File: config.mk
export PLATFORM = sky130hd
export DESIGN_NAME = mem_arbiter
export DESIGN_NICKNAME = d
export VERILOG_FILES = /design/src/rtl/mem_arbiter.sv
export SDC_FILE = /design/constraint.sdc
export NUM_CORES = 1
export LEC_CHECK = 0
export ABC_AREA = 1
export CORE_UTILIZATION = 47
export CTS_BUF_LIST = sky130_fd_sc_hd__clkbuf_16
export CTS_CLUSTER_SIZE = 8
export DETAILED_ROUTE_END_ITERATION = 7
export GPL_ROUTABILITY_DRIVEN = 1
export PLACE_DENSITY = 0.86
export SLEW_MARGIN = 20
export SYNTH_ARGS = -nofsm -noshare
export SYNTH_HDL_FRONTEND = slang
export SYNTH_SLANG_ARGS = --single-unit
File: constraint.sdc
create_clock -name clk -period 3.7 [get_ports clk]
set_clock_uncertainty 0.05 [all_clocks]
set_input_delay 0.37 -clock clk [delete_from_list [all_inputs] [get_ports clk]]
set_output_delay 0.37 -clock clk [all_outputs]
set_load 0.01 [all_outputs]
File: src/rtl/mem_arbiter.sv
// rtl/mem_arbiter.sv - single-port memory arbiter between CPU core and host load/dump port
module mem_arbiter #(
  parameter int AW         = 16,
  parameter int DW         = 8,
  parameter int RD_LAT     = 1,
  parameter int STREAK_MAX = 4
) (
  input  logic          clk,
  input  logic          rst,
  input  logic [1:0]    CPUstate,
  input  logic          cpu_req_rd,
  input  logic          cpu_req_wr,
  input  logic [AW-1:0] cpu_addr,
  input  logic [DW-1:0] cpu_wdata,
  output logic [DW-1:0] cpu_rdata,
  output logic          cpu_ready,
  input  logic          host_req,
  input  logic          host_we,
  input  logic [AW-1:0] host_addr,
  input  logic [DW-1:0] host_wdata,
  output logic [DW-1:0] host_rdata,
  output logic          host_ack,
  output logic          host_err,
  output logic          mem_en,
  output logic          mem_we,
  output logic [AW-1:0] mem_addr,
  output logic [DW-1:0] mem_wdata,
  input  logic [DW-1:0] mem_rdata
);

  localparam int SW = $clog2(STREAK_MAX + 1);
  localparam logic [SW-1:0] STREAK_TOP = SW'(STREAK_MAX);
  localparam logic [2:0]    LAT        = 3'(RD_LAT);

  typedef enum logic [1:0] {S_IDLE, S_ACC, S_WAIT, S_DONE} state_t;

  state_t        r_state;
  logic [SW-1:0] r_streak;
  logic [2:0]    r_cnt;
  logic          r_owner_host;
  logic          r_err;

  logic w_cpu_elig;
  logic w_host_elig;
  logic w_host_win;
  logic w_cpu_win;
  logic w_host_refuse;

  assign w_cpu_elig    = (CPUstate == 2'b11) && (cpu_req_rd || cpu_req_wr);
  assign w_host_elig   = host_req && (CPUstate != 2'b00);
  // CPU has priority unless the host has already waited out a full streak
  assign w_host_win    = w_host_elig && (!w_cpu_elig || (r_streak == STREAK_TOP));
  assign w_cpu_win     = w_cpu_elig && !w_host_win;
  assign w_host_refuse = host_we && (CPUstate == 2'b10);

  always_ff @(posedge clk) begin
    if (!rst) begin
      r_state      <= S_IDLE;
      r_streak     <= '0;
      r_cnt        <= '0;
      r_owner_host <= 1'b0;
      r_err        <= 1'b0;
      cpu_ready    <= 1'b0;
      host_ack     <= 1'b0;
      host_err     <= 1'b0;
      mem_en       <= 1'b0;
      mem_we       <= 1'b0;
      mem_addr     <= '0;
      mem_wdata    <= '0;
      cpu_rdata    <= '0;
      host_rdata   <= '0;
    end else begin
      cpu_ready <= 1'b0;
      host_ack  <= 1'b0;
      host_err  <= 1'b0;
      case (r_state)
        S_IDLE: begin
          if (w_host_win) begin
            r_owner_host <= 1'b1;
            r_err        <= w_host_refuse;
            r_streak     <= '0;
            mem_en       <= 1'b1;
            mem_we       <= host_we && !w_host_refuse;
            mem_addr     <= host_addr;
            mem_wdata    <= host_wdata;
            r_state      <= S_ACC;
          end else if (w_cpu_win) begin
            r_owner_host <= 1'b0;
            r_err        <= 1'b0;
            if (!host_req)
              r_streak <= '0;
            else if (r_streak != STREAK_TOP)
              r_streak <= r_streak + 1'b1;
            mem_en       <= 1'b1;
            mem_we       <= cpu_req_wr;
            mem_addr     <= cpu_addr;
            mem_wdata    <= cpu_wdata;
            r_state      <= S_ACC;
          end
        end
        S_ACC: begin
          mem_en <= 1'b0;
          mem_we <= 1'b0;
          if (mem_we) begin
            cpu_ready <= !r_owner_host;
            host_ack  <= r_owner_host;
            host_err  <= r_owner_host && r_err;
            r_state   <= S_DONE;
          end else begin
            r_cnt   <= LAT;
            r_state <= S_WAIT;
          end
        end
        S_WAIT: begin
          r_cnt <= r_cnt - 3'd1;
          if (r_cnt == 3'd1) begin
            if (r_owner_host)
              host_rdata <= mem_rdata;
            else
              cpu_rdata  <= mem_rdata;
            cpu_ready <= !r_owner_host;
            host_ack  <= r_owner_host;
            host_err  <= r_owner_host && r_err;
            r_state   <= S_DONE;
          end
        end
        default: r_state <= S_IDLE;
      endcase
    end
  end

endmodule

==> impl_metrics.env <==
export IMPL_max_stage_delay_ns=0.47
export IMPL_synth_cell_types=31
export IMPL_ant_nets=0
export IMPL_cts_resized=0
export IMPL_netlist_top_cell_by_area="dfxtp_1"
export IMPL_antenna_cells=0
export IMPL_rows=27
export IMPL_finalPower_uw=2180
export IMPL_hold_end="cpu_rdata[5]"
export IMPL_fin_setup_tns_ns=0
export IMPL_grtUsageTotal=0.208
export IMPL_fin_crit_sh=0.575
export IMPL_synth_top_family_by_area="simple AND/OR/NAND/NOR gates"
export IMPL_io_pins=109
export IMPL_post_route_util=0.703
export IMPL_synthArstFlopShare=0
export IMPL_clock_latency_ns=0.29
export IMPL_grt_pass1_vias=2346
export IMPL_drive_above_1_share=0.0842
export IMPL_placed_cell_area_mm2=0.00376
export IMPL_post_cts_buffers=0
export IMPL_cts_tree="built"
export IMPL_die_w_um=78.4
export IMPL_wl_per_cell_um=11.4
export IMPL_hp_class="reg -> reg"
export IMPL_synth_compound_area_share=0.103
export IMPL_cp_arrival_ns=2.27
export IMPL_clk_pin_slew_ns=0.08
export IMPL_synthAdderAreaFrac=0.0365
export IMPL_synth_xor_area_share=0.00639
export IMPL_cp_slowest_cell="clkdlybuf4s50_1"
export IMPL_fmax_mhz=470
export IMPL_synth_top_cells_by_area="dfxtp_1 (40%), nand2_1 (12%), inv_1 (8.1%)"
export IMPL_antenna_found_initial=0
export IMPL_slew_headroom=0.545
export IMPL_syn_to_final_growth_pct=42.9
export IMPL_dieArea_mm2=0.00614
export IMPL_reg2reg_slack_ns=1.63
export IMPL_yosysTopAreaCellShare=0.402
export IMPL_crit_chain="clkdlybuf4s50_1 -> o21ai_2 -> inv_1 -> nand2_2 -> inv_2 -> nand2_1 -> nand3_1 -> nand2_1 -> inv_1"
export IMPL_syn_num_nets=460
export IMPL_nets=558
export IMPL_cts_buffer_depth=2
export IMPL_synthesis_area_mm2=0.00274
export IMPL_first_iter_violations=114
export IMPL_path_class="in -> reg"
export IMPL_synth_mux_area_fraction=0
export IMPL_ys_seq_elements=55
export IMPL_tightest_slew_ns=0.680
export IMPL_crit_fanout=29
export IMPL_grt_max_degree=53
export IMPL_crit_path_end_kind="register"
export IMPL_via_per_inst=4.76
export IMPL_start_util=0.492
export IMPL_die_height_um=78.4
export IMPL_crit_start="CPUstate[1]"
export IMPL_synthCells=388
export IMPL_place_detailed_hpwl_um=4630
export IMPL_grt_overflow_total=0
export IMPL_setup_ws_ns=1.57
export IMPL_gp_congestion=0.808
export IMPL_cts_hold_buf=0
export IMPL_power_density_mw_per_mm2=556
export IMPL_clockRootBuffer="clkbuf_16"
export IMPL_ys_warn_count=0
export IMPL_reg2reg_from="r_streak[0]"
export IMPL_yosys_area_share_simple=0.308
export IMPL_ys_flop_type="dfxtp_1"
export IMPL_finalSetupViolCount=0
export IMPL_fin_crit_ns=2.13
export IMPL_status="complete, no violations"
export IMPL_max_cap_violations=0
export IMPL_fp_coreArea_mm2=0.00557
export IMPL_clkSinkCount=55
export IMPL_cpLargestDelayFamily="buffers and inverters"
export IMPL_syn_mean_instance_area_um2=7.06
export IMPL_cp_required_ns=3.84
export IMPL_r2r_cells=10
export IMPL_drc=0
export IMPL_wl_um=6390
export IMPL_cts_made_buffers=5
export IMPL_synth_seq_area_share=0.402
export IMPL_rsz0062_at_grt="no"
export IMPL_finalInstanceArea_mm2=0.00392
export IMPL_grt_pass1_wl_um=10300
export IMPL_h_tree_depth=2
export IMPL_p_leak_uw=0.00171
export IMPL_firstDrtPassIters=5
export IMPL_hold_viol=0
export IMPL_synth_edff_count=0
export IMPL_slew_violations=0
export IMPL_startpoint_type="input port"
export IMPL_pre_cts_slack_ns=1.28
export IMPL_cp_num_buf_inv=4
export IMPL_vdd_drop_max_uv=321
export IMPL_r2r_end="mem_wdata[7]"
export IMPL_min_delay_start="cpu_rdata[5]"
export IMPL_vias=2662
export IMPL_min_path_cells=2
export IMPL_port_buffers=108
[power by group]
part	internal, µW	leakage, µW	switching [µW]
clock	258	0.0000723	224
sequential	719	0.000450	78.1
combinational	417	0.00119	482
total	1390	0.00171	784
[stage by stage]
step | cells | hold WS, ns
global placement | 551 | 0.383
floorplan | 388 | 0.385
detailed placement | 551 | 0.390
CTS | 559 | 0.402
finish | 559 | 0.399
global route | 559 | 0.425
[tightest hold or removal path, stage by stage (launching register included)]
cell and delay (ns):
dfxtp_1 0.31, inv_1 0.05, a21oi_1 0.05
[logic make-up after synthesis]
| family | Yosys count |
|---|---|
| buf+inv | 80 |
| xor+xnor | 2 |
| flops | 55 |
| simple gates | 190 |
| fa+ha+maj | 8 |
| compound gates | 53 |
[worst max-delay path by stage]
stage | end | slack, ns | cells past startpoint
CTS | mem_wdata[7] | 1.59 | 9
floorplan | r_cnt[2] | 2.26 | 7
global placement | mem_wdata[0] | 1.35 | 10
detailed placement | mem_wdata[7] | 1.28 | 9
global route | mem_addr[6] | 1.38 | 9
finish | mem_wdata[7] | 1.57 | 9
[per-layer routing]
layer,track usage,up-vias,part of all wire
met5,0,-,0
met4,0.0685,0,0.021
met3,0.0291,12,0.043
met2,0.372,74,0.50
met1,0.256,1193,0.44
li1,-,1383,-
[Yosys cell counts, types with 3 or more instances]
library cell   n
a21oi_1       26
buf_1          3
buf_2          3
buf_6          5
dfxtp_1       55
ha_1           8
inv_1         59
nand2_1       90
nand2_2        3
nand3_1       30
nor2_1        37
nor2_2        20
nor3_1         3
o21ai_0       21
[flip-flops by register name (all words and copies together), names as in the netlist]
name          count
cpu_rdata         8
mem_we            1
mem_wdata         8
host_rdata        8
host_err          1
host_ack          1
mem_addr         16
r_cnt             3
r_streak          3
cpu_ready         1
r_state           2
r_owner_host      1
r_err             1
mem_en            1
[cell usage in the layout, fill, tap and decap left out, types with 8 or more instances in the layout]
cell / count
clkdlybuf4s50_1: 108
nand2_1: 90
inv_1: 59
dfxtp_1: 55
nor2_1: 37
nand3_1: 30
a21oi_1: 26
o21ai_0: 21
nor2_2: 20
ha_1: 8
[final cells by class]
| class | instances | area, µm² |
|---|---|---|
| Fill cell | 466 | 1660 |
| Multi-Input combinational cell | 253 | 1240 |
| Sequential cell | 55 | 1100 |
| Timing Repair Buffer | 109 | 1090 |
| Inverter | 62 | 241 |
| Clock buffer | 5 | 125 |
| Tap cell | 72 | 90.1 |
| Clock inverter | 3 | 27.5 |
No activity file was read; power rests on OpenSTA's default activity.
